<file path="config.mk">
export PLATFORM = sky130hd
export DESIGN_NAME = fifo_wr_arbiter
export DESIGN_NICKNAME = d
export VERILOG_FILES = /design/src/rtl/fifo_wr_arbiter.sv
export SDC_FILE = /design/constraint.sdc
export NUM_CORES = 1
export LEC_CHECK = 0
export CAP_MARGIN = 20
export CELL_PAD_IN_SITES_DETAIL_PLACEMENT = 1
export CELL_PAD_IN_SITES_GLOBAL_PLACEMENT = 2
export CORE_MARGIN = 5
export CORE_UTILIZATION = 23
export CTS_CLUSTER_SIZE = 8
export DETAILED_ROUTE_END_ITERATION = 12
export PLACE_DENSITY_LB_ADDON = 0.25
export SLEW_MARGIN = 30
export SYNTH_ARGS = -nofsm -noshare
export SYNTH_HDL_FRONTEND = slang
export SYNTH_SLANG_ARGS = --single-unit
</file>
<file path="constraint.sdc">
create_clock -name clk -period 2.2 [get_ports clk]
set_input_delay 0.44 -clock clk [delete_from_list [all_inputs] [get_ports clk]]
set_output_delay 0.44 -clock clk [all_outputs]
set_load 0.01 [all_outputs]
</file>
<file path="src/rtl/fifo_wr_arbiter.sv">
// ---------------------------------------------------------------------------
// fifo_wr_arbiter
//   Round-robin arbiter sharing the single write port of an asynchronous
//   FIFO among NUM_REQ requesters in the write clock domain. A grant is held
//   until the requester's last beat or until MAX_BURST beats have been
//   written, whichever comes first. It also keeps a wrapping count of every
//   word written into the FIFO.
//
// Ports
//   clk          write-domain clock
//   rst          synchronous active-high reset
//   req_valid    per-requester beat valid
//   req_last     per-requester last-beat flag (qualified by valid)
//   req_data     requester i at [i*DATA_WIDTH +: DATA_WIDTH]
//   req_ready    per-requester beat accept (combinational)
//   full         FIFO full flag
//   wr_en        FIFO write strobe (combinational)
//   data_in      FIFO write data (combinational, 0 when idle)
//   grant_valid  a requester holds the port (registered)
//   grant_id     index of the granted requester (registered)
//   preempt      one-cycle pulse after a MAX_BURST forced release
//   word_count   total accepted words, wraps modulo 2**CNT_WIDTH
// ---------------------------------------------------------------------------
module fifo_wr_arbiter #(
    parameter int NUM_REQ    = 4,
    parameter int DATA_WIDTH = 8,
    parameter int MAX_BURST  = 16,
    parameter int CNT_WIDTH  = 16
) (
    input  logic                             clk,
    input  logic                             rst,
    input  logic [NUM_REQ-1:0]               req_valid,
    input  logic [NUM_REQ-1:0]               req_last,
    input  logic [NUM_REQ*DATA_WIDTH-1:0]    req_data,
    output logic [NUM_REQ-1:0]               req_ready,
    input  logic                             full,
    output logic                             wr_en,
    output logic [DATA_WIDTH-1:0]            data_in,
    output logic                             grant_valid,
    output logic [$clog2(NUM_REQ)-1:0]       grant_id,
    output logic                             preempt,
    output logic [CNT_WIDTH-1:0]             word_count
);

    localparam int ID_W = $clog2(NUM_REQ);
    localparam int BC_W = $clog2(MAX_BURST + 1);

    typedef enum logic [0:0] {
        ST_IDLE = 1'b0,
        ST_BUSY = 1'b1
    } state_t;

    state_t                state_q,      state_d;
    logic [ID_W-1:0]       grant_id_q,   grant_id_d;
    logic [ID_W-1:0]       rr_ptr_q,     rr_ptr_d;
    logic [BC_W-1:0]       beat_cnt_q,   beat_cnt_d;
    logic [CNT_WIDTH-1:0]  word_count_q, word_count_d;
    logic                  preempt_q,    preempt_d;

    logic                  pick_found_s;
    logic [ID_W-1:0]       pick_id_s;
    logic                  wr_en_s;
    logic [NUM_REQ-1:0]    req_ready_s;
    logic [DATA_WIDTH-1:0] data_in_s;
    logic                  limit_s;
    logic                  last_s;
    logic [ID_W-1:0]       next_ptr_s;

    // Round-robin search: scan offsets from far to near so the nearest valid
    // index to rr_ptr (the highest priority) is the one that sticks.
    always_comb begin
        logic [ID_W-1:0] cand;
        pick_found_s = 1'b0;
        pick_id_s    = '0;
        cand         = '0;
        for (int k = NUM_REQ - 1; k >= 0; k--) begin
            cand = ID_W'((int'(rr_ptr_q) + k) % NUM_REQ);
            if (req_valid[cand]) begin
                pick_found_s = 1'b1;
                pick_id_s    = cand;
            end else begin
                pick_found_s = pick_found_s;
            end
        end
    end

    // Write-port datapath: only the granted requester sees ready, gated by full.
    always_comb begin
        req_ready_s = '0;
        wr_en_s     = 1'b0;
        data_in_s   = '0;
        if (state_q == ST_BUSY) begin
            req_ready_s[grant_id_q] = ~full;
            wr_en_s                 = req_valid[grant_id_q] & ~full;
            data_in_s               = req_data[grant_id_q*DATA_WIDTH +: DATA_WIDTH];
        end else begin
            wr_en_s = 1'b0;
        end
    end

    // Release helpers: this beat hits the burst limit / carries last.
    always_comb begin
        limit_s    = (beat_cnt_q == BC_W'(MAX_BURST - 1));
        last_s     = req_last[grant_id_q];
        if (grant_id_q == ID_W'(NUM_REQ - 1)) begin
            next_ptr_s = '0;
        end else begin
            next_ptr_s = grant_id_q + ID_W'(1);
        end
    end

    // Next-state logic for grant FSM, pointer, beat and word counters.
    always_comb begin
        state_d      = state_q;
        grant_id_d   = grant_id_q;
        rr_ptr_d     = rr_ptr_q;
        beat_cnt_d   = beat_cnt_q;
        word_count_d = word_count_q;
        preempt_d    = 1'b0;
        case (state_q)
            ST_IDLE: begin
                if (pick_found_s) begin
                    state_d    = ST_BUSY;
                    grant_id_d = pick_id_s;
                    beat_cnt_d = '0;
                end else begin
                    state_d = ST_IDLE;
                end
            end
            ST_BUSY: begin
                if (wr_en_s) begin
                    word_count_d = word_count_q + CNT_WIDTH'(1);
                    beat_cnt_d   = beat_cnt_q + BC_W'(1);
                    if (last_s || limit_s) begin
                        state_d   = ST_IDLE;
                        rr_ptr_d  = next_ptr_s;
                        // A last beat landing on the limit is an ordinary release.
                        preempt_d = limit_s & ~last_s;
                    end else begin
                        state_d = ST_BUSY;
                    end
                end else begin
                    state_d = ST_BUSY;
                end
            end
            default: begin
                state_d = ST_IDLE;
            end
        endcase
    end

    // State registers with synchronous reset.
    always_ff @(posedge clk) begin
        if (rst) begin
            state_q      <= ST_IDLE;
            grant_id_q   <= '0;
            rr_ptr_q     <= '0;
            beat_cnt_q   <= '0;
            word_count_q <= '0;
            preempt_q    <= 1'b0;
        end else begin
            state_q      <= state_d;
            grant_id_q   <= grant_id_d;
            rr_ptr_q     <= rr_ptr_d;
            beat_cnt_q   <= beat_cnt_d;
            word_count_q <= word_count_d;
            preempt_q    <= preempt_d;
        end
    end

    assign req_ready   = req_ready_s;
    assign wr_en       = wr_en_s;
    assign data_in     = data_in_s;
    assign grant_valid = (state_q == ST_BUSY);
    assign grant_id    = grant_id_q;
    assign preempt     = preempt_q;
    assign word_count  = word_count_q;

endmodule

</file>
==> metrics.cfg, run 1 <==
[synthesis]
syn_area_per_cell_sq_um=9.21
syn_nets=227
synth_top_cell_area_share_pct=33.2
yosysTopAreaCell=dfxtp_1
async_reset_ff_share_pct=0
synth_cell_types=41
synth_seq_cells=27
synth_edf_count=0
synthCells=177
syn_area_sq_um=1630
yosysSeqAreaShare_pct=33.2
synthFlopType=dfxtp_1
synth_area_leaders=dfxtp_1 (33%), mux4_2 (14%), and2_1 (5.4%)
ys_warn_count=0

[worst_hold_path]
hold_class=reg -> reg
min_from=beat_cnt_q[4]

[route]
met1_length_microns=2060
wl_met3_microns=352
wl_met2_microns=2720
wire_per_inst_microns=14.3
via_per_inst=4.64
postRouteAntennaNets=0
dr.max_layer_used=met4
drt-total-wl_microns=5200
first_iter_violations=51
num_vias=1690
drcViolationCount=0
dr.pass1.iters=3

[final_layout]
layout_commonest_cell=clkdlybuf4s50_1
diodes=0
seqCellArea_sq_um=542
layout_common_cells=clkdlybuf4s50_1 (61), dfxtp_1 (26), buf_4 (17)
multi_input_area_sq_um=1030
nets=319
fin_util_pct=39.4
syn2layout_area_growth_pct=65.0
fillers=813
layout-drive-gt1-share_pct=15.3

[clock_tree]
clk_latency_ns=0.27
clk_path_buf_depth=2
cts_root_buf=clkbuf_8
cts_buffers=3
cts_tree=done
hold_buffers=0
cts_htree_levels=1
cts.sinks=27
clk_pin_slew_ns=0.09

[floorplan]
ios=76
row_count=30
die_y_microns=94.2
start_util_pct=23.9
core-area_sq_um=6830
die_x_microns=94.2
die_area_sq_um=8870

[global_routing]
grt_pass1_wl_microns=8800
grt_max_degree=28
antenna_found_initial=0
grtUsageTotal_pct=12.4
grt_pass1_vias=1874
grt_overflow=0

[sta]
fin_ws_ns=0.0549
setup_violations=0
fin_crit_sh_pct=97.5
finClkSkew_ns=0.00439
rsz0062_at_grt=false
period_needed_ns=2.15
slew_violations=0
slew_headroom_pct=70.0
fmax_mhz=466
tightest_slew_ns=0.448
final-hold-violation-count=0

[power_and_ir_drop]
p_seq_share_pct=47.0
switchingPower_uw=274
swShare_pct=25.6
ir_worst_vdd_mv=0.174
combPwrFrac_pct=26.1
powerDensity_nw_per_um2=398
pwr-share-clk_pct=26.9
p_leak_nw=1.02
intPower_uw=796

[critical_path]
critPathLaunchType=input pin
end_kind=output port
crit_type=in -> out
crit_start=req_data[30]
worstPathRequired_ns=1.76
r2r-start=grant_id[0]
crit_fanout=1
crit_arrival_ns=1.71

[job]
max_cap_viol_count=0

[place]
dp_hpwl_microns=4160
gp_congestion=0.699
preCtsSetupSlack_ns=-0.214
io_buffers=75

[outcome]
outcome=completed

[final timing paths]
path | end | slack, ns | cells after the start
worst min register to register | beat_cnt_q[4] | 0.48 | 2
worst max register to register | rr_ptr_q[1] | 0.22 | 6
worst min-delay path | beat_cnt_q[4] | 0.48 | 2
worst max-delay path | data_in[6] | 0.05 | 4
[kinds of logic after synthesis]
family,Yosys count,synth area share [%]
compound gates,31,10.7
simple gates,75,26.8
xor+xnor,9,4.84
buf+inv,16,3.99
mux,12,15.1
fa+ha+maj,7,5.37
flops,27,33.2
[registers in the layout (all words and copies together), names as in the netlist]
register,cells
grant_valid,1
beat_cnt_q,5
grant_id,2
word_count,16
rr_ptr_q,2
preempt,1
[repair_timing]
item                                   CTS  global route
setup endpoints to repair               13             8
resized for setup                       18            10
endpoints found under the hold margin    0             0
pin swaps                                1             1
buffers inserted                         2             0
cloned                                   0             0
[through the flow]
step                power (mW)  setup TNS (ns)  hold slack, ns  cells  area, sq um
finish                    1.07               0           0.475    364         2690
CTS                       1.09               0           0.482    364         2670
floorplan                0.628               0           0.448    177         1630
global route              1.13               0           0.512    364         2690
detailed placement       0.802           -2.14           0.468    358         2630
global placement         0.797           -1.97           0.455    358         2630
[cell type report]
class | instances | area share (%)
repair buffers | 95 | 34.3
clock buffers | 3 | 1.53
clock inverters | 1 | 0.279
flip-flops and latches | 27 | 20.1
multi-input cells | 134 | 38.2
inverters | 8 | 1.12
well taps | 96 | 4.47
[worst max-delay path, cell delays in order]
cell             delay (ns)
clkdlybuf4s50_1        0.40
mux4_2                 0.46
and2_1                 0.17
clkdlybuf4s15_1        0.23
[per-layer routing]
layer | track usage [%] | up-vias
met1 | 13.0 | 812
met2 | 23.2 | 50
met4 | 4.21 | 0
met5 | 0 | -
met3 | 3.69 | 4
li1 | - | 824
[cell usage after synthesis (2+ instances only)]
cell	number
a21oi_1	16
and2_1	14
and3_1	4
and4_1	2
clkbuf_1	5
dfxtp_1	27
ha_1	7
inv_1	7
mux4_2	10
nand2_1	6
nand2b_1	2
nand3_1	8
nand4_1	6
nor2_1	13
nor2b_1	2
nor3_1	2
o21ai_0	8
or3_1	8
xor2_1	8
[power groups by stage]
stage	Clock, mW	Combinational (mW)	Sequential (mW)
4_1_cts	0.310	0.281	0.503
3_5_place_dp	0	0.288	0.514
5_1_grt	0.323	0.304	0.504
3_3_place_gp	0	0.283	0.514
6_report	0.288	0.280	0.502
2_1_floorplan	0	0.110	0.518
No activity file was read; power rests on OpenSTA's default activity.
==> run 2, diff against run 1 <==
--- a/config.mk
+++ b/config.mk
@@ -12,6 +12,7 @@
 export CORE_UTILIZATION = 23
 export CTS_CLUSTER_SIZE = 8
 export DETAILED_ROUTE_END_ITERATION = 12
+export MAX_ROUTING_LAYER = met4
 export PLACE_DENSITY_LB_ADDON = 0.25
 export SLEW_MARGIN = 30
 export SYNTH_ARGS = -nofsm -noshare
==> run 2 against run 1 <==
Compared with the run above: fmax down 0.13%; total power about the same; sequential cell count unchanged; setup slack worse by 0.0028 ns; clock skew about the same; critical path depth unchanged; worst hold slack about the same; non-clock buffer count unchanged; largest power group unchanged.
==> metrics.cfg, run 2 (synthesis gave the netlist of run 1 again) <==
[final_layout]
diodes=0  ; unchanged
multi_input_area_sq_um=1030  ; unchanged
fin_area_sq_um=2690  ; unchanged
syn2layout_area_growth_pct=65.0  ; unchanged
fillers=813  ; unchanged
nets=319  ; unchanged
layout_commonest_cell=clkdlybuf4s50_1
largest_reg_flops=16  ; unchanged
layout-drive-gt1-share_pct=15.3  ; unchanged
seqCellArea_sq_um=542  ; unchanged
layout_common_cells=clkdlybuf4s50_1 (61), dfxtp_1 (26), buf_4 (17)
instances_no_fill=364  ; unchanged
fin_util_pct=39.4  ; unchanged

[floorplan]
start_util_pct=23.9  ; unchanged
core-area_sq_um=6830  ; unchanged
die_area_sq_um=8870  ; unchanged
ios=76  ; unchanged
die_y_microns=94.2  ; unchanged
die_x_microns=94.2  ; unchanged
row_count=30  ; unchanged

[clock_tree]
clk_latency_ns=0.27  ; about the same
cts_htree_levels=1  ; unchanged
cts.sinks=27  ; unchanged
clk_pin_slew_ns=0.09  ; about the same
cts_tree=done
hold_buffers=0  ; unchanged
clk_path_buf_depth=2  ; unchanged
cts_buffers=3  ; unchanged
cts_root_buf=clkbuf_8

[sta]
period_needed_ns=2.15  ; +0.00285 ns
fin_ws_ns=0.0520  ; -0.00285 ns
rsz0062_at_grt=false
slew_violations=0  ; unchanged
tightest_slew_ns=0.444  ; -0.00311 ns
fin_crit_sh_pct=97.6  ; +0.13 points
fin_setup_tns_ns=0  ; unchanged
setup_violations=0  ; unchanged
final-hold-violation-count=0  ; unchanged
slew_headroom_pct=70.2  ; +0.21 points
fmax_mhz=466  ; -0.13%
finClkSkew_ns=0.00431  ; -0.0000760 ns
fin_hold_ws_ns=0.475  ; -0.0000660 ns

[global_routing]
use_met3_pct=1.76  ; -1.9 points
met1_usage_pct=14.2  ; +1.2 points
grt_max_degree=28  ; unchanged
grt_overflow=0  ; unchanged
antenna_found_initial=0  ; unchanged
busiest_layer=met2
grt_pass1_wl_microns=8760  ; -0.47%
grtUsageTotal_pct=12.7  ; +0.33 points
grtUsageMet2_pct=23.2  ; unchanged
grt_pass1_vias=1884  ; +0.53%

[critical_path]
crit_fanout=1  ; unchanged
critPathLaunchType=input pin
end_kind=output port
worstPathRequired_ns=1.76  ; about the same
crit_type=in -> out
crit_arrival_ns=1.71  ; about the same

[route]
dr.pass1.iters=2  ; -1
drcViolationCount=0  ; unchanged
via_per_inst=4.66  ; +0.41%
wire_per_inst_microns=14.3  ; +0.27%
num_vias=1697  ; +0.41%
postRouteAntennaNets=0  ; unchanged
first_iter_violations=38  ; -25%
drt-total-wl_microns=5220  ; +0.27%

[outcome]
outcome=completed

[place]
io_buffers=75  ; unchanged
placed_cells=358  ; unchanged
place_area_sq_um=2630  ; unchanged
dp_hpwl_microns=4160  ; unchanged
gp_congestion=0.707  ; +1.1%
preCtsSetupSlack_ns=-0.214  ; unchanged

[power_and_ir_drop]
powerDensity_nw_per_um2=398  ; about the same
p_leak_nw=1.02  ; unchanged
power_mw=1.07  ; about the same
ir_worst_vdd_mv=0.174  ; -0.28%

[job]
max_cap_viol_count=0  ; unchanged

[worst_hold_path]
hold_class=reg -> reg

-- run 2: path summary, 6_finish.rpt --
check / startpoint / to / slack [ns] / cells past startpoint
worst max-delay path: req_data[30] / data_in[6] / 0.05 / 4
worst min-delay path: beat_cnt_q[4] / beat_cnt_q[4] / 0.48 / 2
worst max register to register: grant_id[0] / rr_ptr_q[1] / 0.23 / 6
worst min register to register: beat_cnt_q[4] / beat_cnt_q[4] / 0.48 / 2
-- run 2: routing by layer --
metal	part of all wire [%]	wire, microns
met2	53	2740
met3	3.9	201
met4	1.1	57
met5	0	0
met1	42	2210
-- run 2: area by class of cell --
class | count | share of cell area (%)
Multi-Input combinational cell | 134 | 38.2
Timing Repair Buffer | 95 | 34.3
Sequential cell | 27 | 20.1
Tap cell | 96 | 4.47
Clock buffer | 3 | 1.53
Inverter | 8 | 1.12
Clock inverter | 1 | 0.279
-- run 2: power by group --
group	leakage [nW]	switching (mW)	total, mW	internal, mW
sequential	0.219	0.00662	0.502	0.496
clock	0.0217	0.160	0.288	0.129
combinational	0.776	0.108	0.279	0.172
total	1.02	0.274	1.07	0.796
-- run 2: timing repair --
item	in CTS	in global routing
setup endpoints to repair	13	8
cloned	0	0
pin swaps	1	1
resized for setup	18	10
hold endpoints to repair	0	0
buffers inserted	2	0
-- run 2: critical path: stages --
cell,delay [ns]
clkdlybuf4s50_1,0.40
mux4_2,0.46
and2_1,0.17
clkdlybuf4s15_1,0.23
